File: src/rtl/pulse_stretch_fsm.sv
// Stretches single-clock event pulses on x into a HOLD_CYCLES-long level on y,
// with a GAP_CYCLES low gap, a one-deep event queue and a dropped-event strobe.
module pulse_stretch_fsm #(
  parameter int HOLD_CYCLES = 25_000_000,
  parameter int GAP_CYCLES  = 5_000_000,
  parameter int RETRIGGER   = 0
) (
  input  logic clk,
  input  logic rst,
  input  logic x,
  output logic y,
  output logic busy,
  output logic dropped
);

  localparam int MAX_HG  = (HOLD_CYCLES > GAP_CYCLES) ? HOLD_CYCLES : GAP_CYCLES;
  localparam int MAX_ALL = (MAX_HG > 2) ? MAX_HG : 2;
  localparam int CW      = $clog2(MAX_ALL);

  localparam logic [CW-1:0] HOLD_LOAD = CW'(HOLD_CYCLES - 1);
  localparam logic [CW-1:0] GAP_LOAD  = CW'((GAP_CYCLES > 0) ? (GAP_CYCLES - 1) : 0);

  localparam logic [1:0] ST_IDLE = 2'd0;
  localparam logic [1:0] ST_HOLD = 2'd1;
  localparam logic [1:0] ST_GAP  = 2'd2;

  logic [1:0]    r_state;
  logic [CW-1:0] r_cnt;
  logic          r_pending;
  logic          r_xq;

  logic          w_event;
  logic          w_tc;
  logic [1:0]    w_nextState;
  logic [CW-1:0] w_nextCnt;
  logic          w_nextPending;
  logic          w_drop;
  logic          w_sy;

  assign w_event = x & ~r_xq;
  assign w_tc    = (r_cnt == '0);
  assign w_sy    = (r_state == ST_HOLD);

  // A terminal-count event is folded into the queue/reload decision, so it is
  // only lost when an earlier event is already waiting.
  always_comb begin
    w_nextState   = r_state;
    w_nextCnt     = r_cnt;
    w_nextPending = r_pending;
    w_drop        = 1'b0;
    case (r_state)
      ST_IDLE: begin
        if (w_event) begin
          w_nextState = ST_HOLD;
          w_nextCnt   = HOLD_LOAD;
        end
      end
      ST_HOLD: begin
        if (w_event && (RETRIGGER != 0)) begin
          w_nextCnt = HOLD_LOAD;
        end else begin
          if (w_event) begin
            w_nextPending = 1'b1;
            w_drop        = r_pending;
          end
          if (w_tc) begin
            if (GAP_CYCLES > 0) begin
              w_nextState = ST_GAP;
              w_nextCnt   = GAP_LOAD;
            end else if (r_pending || w_event) begin
              w_nextCnt     = HOLD_LOAD;
              w_nextPending = 1'b0;
            end else begin
              w_nextState = ST_IDLE;
            end
          end else begin
            w_nextCnt = r_cnt - CW'(1);
          end
        end
      end
      ST_GAP: begin
        if (w_event) begin
          w_nextPending = 1'b1;
          w_drop        = r_pending;
        end
        if (w_tc) begin
          if (r_pending || w_event) begin
            w_nextState   = ST_HOLD;
            w_nextCnt     = HOLD_LOAD;
            w_nextPending = 1'b0;
          end else begin
            w_nextState = ST_IDLE;
          end
        end else begin
          w_nextCnt = r_cnt - CW'(1);
        end
      end
      default: begin
        w_nextState   = ST_IDLE;
        w_nextCnt     = '0;
        w_nextPending = 1'b0;
      end
    endcase
  end

  // x_q resets high so a level already present at release is not an event.
  always_ff @(posedge clk or negedge rst) begin
    if (!rst) begin
      r_state   <= ST_IDLE;
      r_cnt     <= '0;
      r_pending <= 1'b0;
      r_xq      <= 1'b1;
      y         <= 1'b0;
      busy      <= 1'b0;
      dropped   <= 1'b0;
    end else begin
      r_state   <= w_nextState;
      r_cnt     <= w_nextCnt;
      r_pending <= w_nextPending;
      r_xq      <= x;
      y         <= w_sy;
      busy      <= (r_state != ST_IDLE);
      dropped   <= w_drop;
    end
  end

endmodule

File: config.mk
export PLATFORM = sky130hd
export DESIGN_NAME = pulse_stretch_fsm
export DESIGN_NICKNAME = d
export VERILOG_FILES = /design/src/rtl/pulse_stretch_fsm.sv
export SDC_FILE = /design/constraint.sdc
export NUM_CORES = 1
export LEC_CHECK = 0
export CORE_ASPECT_RATIO = 1.25
export CORE_UTILIZATION = 30
export CTS_BUF_LIST = sky130_fd_sc_hd__clkbuf_2 sky130_fd_sc_hd__clkbuf_4 sky130_fd_sc_hd__clkbuf_8
export CTS_CLUSTER_DIAMETER = 200
export DETAILED_ROUTE_END_ITERATION = 7
export SKIP_CTS_REPAIR_TIMING = 1
export SYNTH_ARGS = -nofsm -noshare
export SYNTH_HDL_FRONTEND = slang
export SYNTH_SLANG_ARGS = --single-unit
File: constraint.sdc
create_clock -name clk -period 3.5 [get_ports clk]
set_input_delay 0.875 -clock clk [delete_from_list [all_inputs] [get_ports clk]]
set_output_delay 0.875 -clock clk [all_outputs]
set_load 0.005 [all_outputs]
==> impl_metrics.env <==
export IMPL_status="complete, no violations"
export IMPL_route_detailed_drc=0
export IMPL_die_y_microns=93.9
export IMPL_postRouteAntennaNets=0
export IMPL_finalSetupViolCount=0
export IMPL_synthSimpleGateAreaFrac=0.218
export IMPL_rows=33
export IMPL_avgViaCountPerCell=5.38
export IMPL_area_delta_synth_final_pct=10.1
export IMPL_start_kind="flip-flop"
export IMPL_worst_clock_skew_ns=0.00910
export IMPL_vias=1704
export IMPL_synth_xor_area_frac=0.0259
export IMPL_timing_slew_headroom=0.527
export IMPL_first_iter_violations=50
export IMPL_synth_ff_type="dfrtp_1"
export IMPL_drv_slew=0
export IMPL_track_usage=0.158
export IMPL_syn_nets=236
export IMPL_start_util=0.309
export IMPL_worstMarginPinSlew_ns=0.703
export IMPL_core_area_sq_um=6570
export IMPL_grt_start_max_net_pins=33
export IMPL_portBuffers=5
export IMPL_synth_area_sq_um=2030
export IMPL_grt_antenna_before_repair=0
export IMPL_cp_data_required_time_ns=3.67
export IMPL_dr_pass1_iters=4
export IMPL_synth_cells=227
export IMPL_htree_num_levels=2
export IMPL_layout_drive_gt1_share=0.135
export IMPL_async_flop_share=1.00
export IMPL_worstSkewPairLatency_ns=0.28
export IMPL_die_width_microns=75.5
export IMPL_synth_fa_ha_area_frac=0.0370
export IMPL_arrival_ns=3.15
export IMPL_cts_buffers=5
export IMPL_layout_min_cycle_time_ns=2.99
export IMPL_slowest_stage="or3_1"
export IMPL_whs_ns=0.487
export IMPL_reg2reg_slack_ns=0.51
export IMPL_critPathCaptureType="flip-flop"
export IMPL_gp_congestion=0.840
export IMPL_n_antenna_cell=0
export IMPL_muxShareOfSynthArea=0
export IMPL_path_class="flip-flop to flip-flop"
export IMPL_ios=6
export IMPL_rsz0062_at_grt="false"
export IMPL_grt_pass1_wl_microns=8370
export IMPL_min_path_type="flip-flop to flip-flop"
export IMPL_path_clk_slew_ns=0.07
export IMPL_period_share=0.853
export IMPL_routedWlPerCell_microns=15.3
export IMPL_ir_drop_mv=0.262
export IMPL_cap_violations=0
export IMPL_root_buffer="clkbuf_8"
export IMPL_synth_distinct_cells=49
export IMPL_clock_sinks=32
export IMPL_cts_tree="yes"
export IMPL_cts_buffer_depth=2
export IMPL_tns_ns=0
export IMPL_hpwl_microns=3500
export IMPL_p_leak_nw=0.900
export IMPL_critPathMaxFanout=17
export IMPL_cp_num_buf_inv=0
export IMPL_synth_edf_count=0
export IMPL_synth_top_family_by_area="compound AO/OA/AOI/OAI gates"
export IMPL_max_freq_mhz=335
export IMPL_synth_area_per_cell_sq_um=8.93
export IMPL_synth_compound_area_share=0.263
export IMPL_grt_pass1_vias=1713
export IMPL_grt_overflow_total=0
export IMPL_crit_family="simple AND/OR/NAND/NOR gates"
export IMPL_synth_seq_cells=32
export IMPL_ys_seq_area_frac=0.395
export IMPL_synth_warnings=0
export IMPL_dieArea_sq_um=7100
export IMPL_wirelength_microns=4860
export IMPL_cellPowerDensity_nw_per_um2=812
export IMPL_path_cells="or4_1 -> or4_4 -> or3_1 -> a21oi_2 -> o21ai_0 -> o21a_1"
export IMPL_cpPeakStageDelay_ns=0.68
export IMPL_nNetsFinal=238
export IMPL_finalHoldViolCount=0
[layout make-up]
| cell class | count | area [sq um] |
|---|---|---|
| Tap cell | 87 | 109 |
| Fill cell | 673 | 4330 |
| Inverter | 8 | 30.0 |
| Timing Repair Buffer | 11 | 95.1 |
| Sequential cell | 32 | 802 |
| Multi-Input combinational cell | 171 | 1100 |
| Clock buffer | 8 | 91.3 |
[cells by family (layout without fill, tap and decap cells)]
group / Yosys count / count (layout)
simple gates: 84 / 84
flops: 32 / 32
xor+xnor: 6 / 6
compound gates: 75 / 75
fa+ha+maj: 6 / 6
buf+inv: 24 / 27
[routing by layer]
metal  vias up  track usage  part of all wire
li1        837            -                 -
met1       836        0.191              0.44
met2        26        0.271              0.52
met3         5       0.0290             0.023
met4         0       0.0648             0.017
met5         -            0                 0
[path summary, 6_finish.rpt]
check | to | cells past startpoint | from
max reg2reg | r_pending | 6 | r_cnt[16]
min | r_cnt[23] | 1 | r_cnt[23]
max | r_pending | 6 | r_cnt[16]
min reg2reg | r_cnt[23] | 1 | r_cnt[23]
max in group asynchronous | r_xq | 2 | rst
min in group asynchronous | y | 2 | rst
[sequential cells by signal, indices dropped and copies added (netlist names)]
signal / count
r_pending: 1
r_xq: 1
r_state: 2
r_cnt: 25
y: 1
busy: 1
dropped: 1
[synthesized netlist by cell type, types with 2 or more instances]
cell      count  area [sq um]
o21ai_1       5          25.0
or4_1         4          30.0
o31ai_1       2          15.0
a211oi_2      2          25.0
nor4_1        9          56.3
buf_2         4          20.0
inv_1         8          30.0
ha_1          6          75.1
clkbuf_1      8          30.0
buf_6         3          33.8
o21ai_0       8          40.0
nor3_1       10          50.1
a211o_1       2          17.5
dfrtp_1      31           776
or3_1         2          12.5
or2_2         3          18.8
xnor2_1       5          43.8
nor2_1       24          90.1
nand2b_2      2          17.5
a32o_1        3          30.0
o21a_1        3          22.5
a31oi_1      11          68.8
nand2_1      17          63.8
a21oi_1      18          90.1
o22ai_2       2          25.0
o22a_1        7          61.3
a21o_1        2          15.0
a22o_1        2          17.5
and2_1        2          12.5
nand2b_1      3          18.8
[placed cells by master, fill, tap and decap left out, drive strengths merged, types with 8 or more instances in the layout]
cell,count
a21oi,19
a31oi,11
clkbuf,8
dfrtp,31
inv,8
nand2,17
nor2,24
nor3,11
nor4,9
o21ai,14
[metrics by stage]
| step | util | setup WS [ns] | instance area (sq um) | power (W) | instances |
|---|---|---|---|---|---|
| 3_5_place_dp | 0.326 | 0.522 | 2140 | 0.00152 | 309 |
| 3_3_place_gp | 0.326 | 0.560 | 2140 | 0.00150 | 309 |
| 2_1_floorplan | - | 0.878 | 2030 | 0.00130 | 227 |
| 6_report | 0.340 | 0.514 | 2230 | 0.00181 | 317 |
| 5_1_grt | 0.340 | 0.380 | 2230 | 0.00197 | 317 |
| 4_1_cts | 0.340 | 0.510 | 2230 | 0.00182 | 317 |
[power by group]
| group | internal (W) | switching (W) | total (W) |
|---|---|---|---|
| logic | 0.000378 | 0.000489 | 0.000866 |
| clock network | 0.000164 | 0.000131 | 0.000296 |
| registers | 0.000502 | 0.000149 | 0.000651 |
Note: power is estimated with default switching activity, not from simulation.
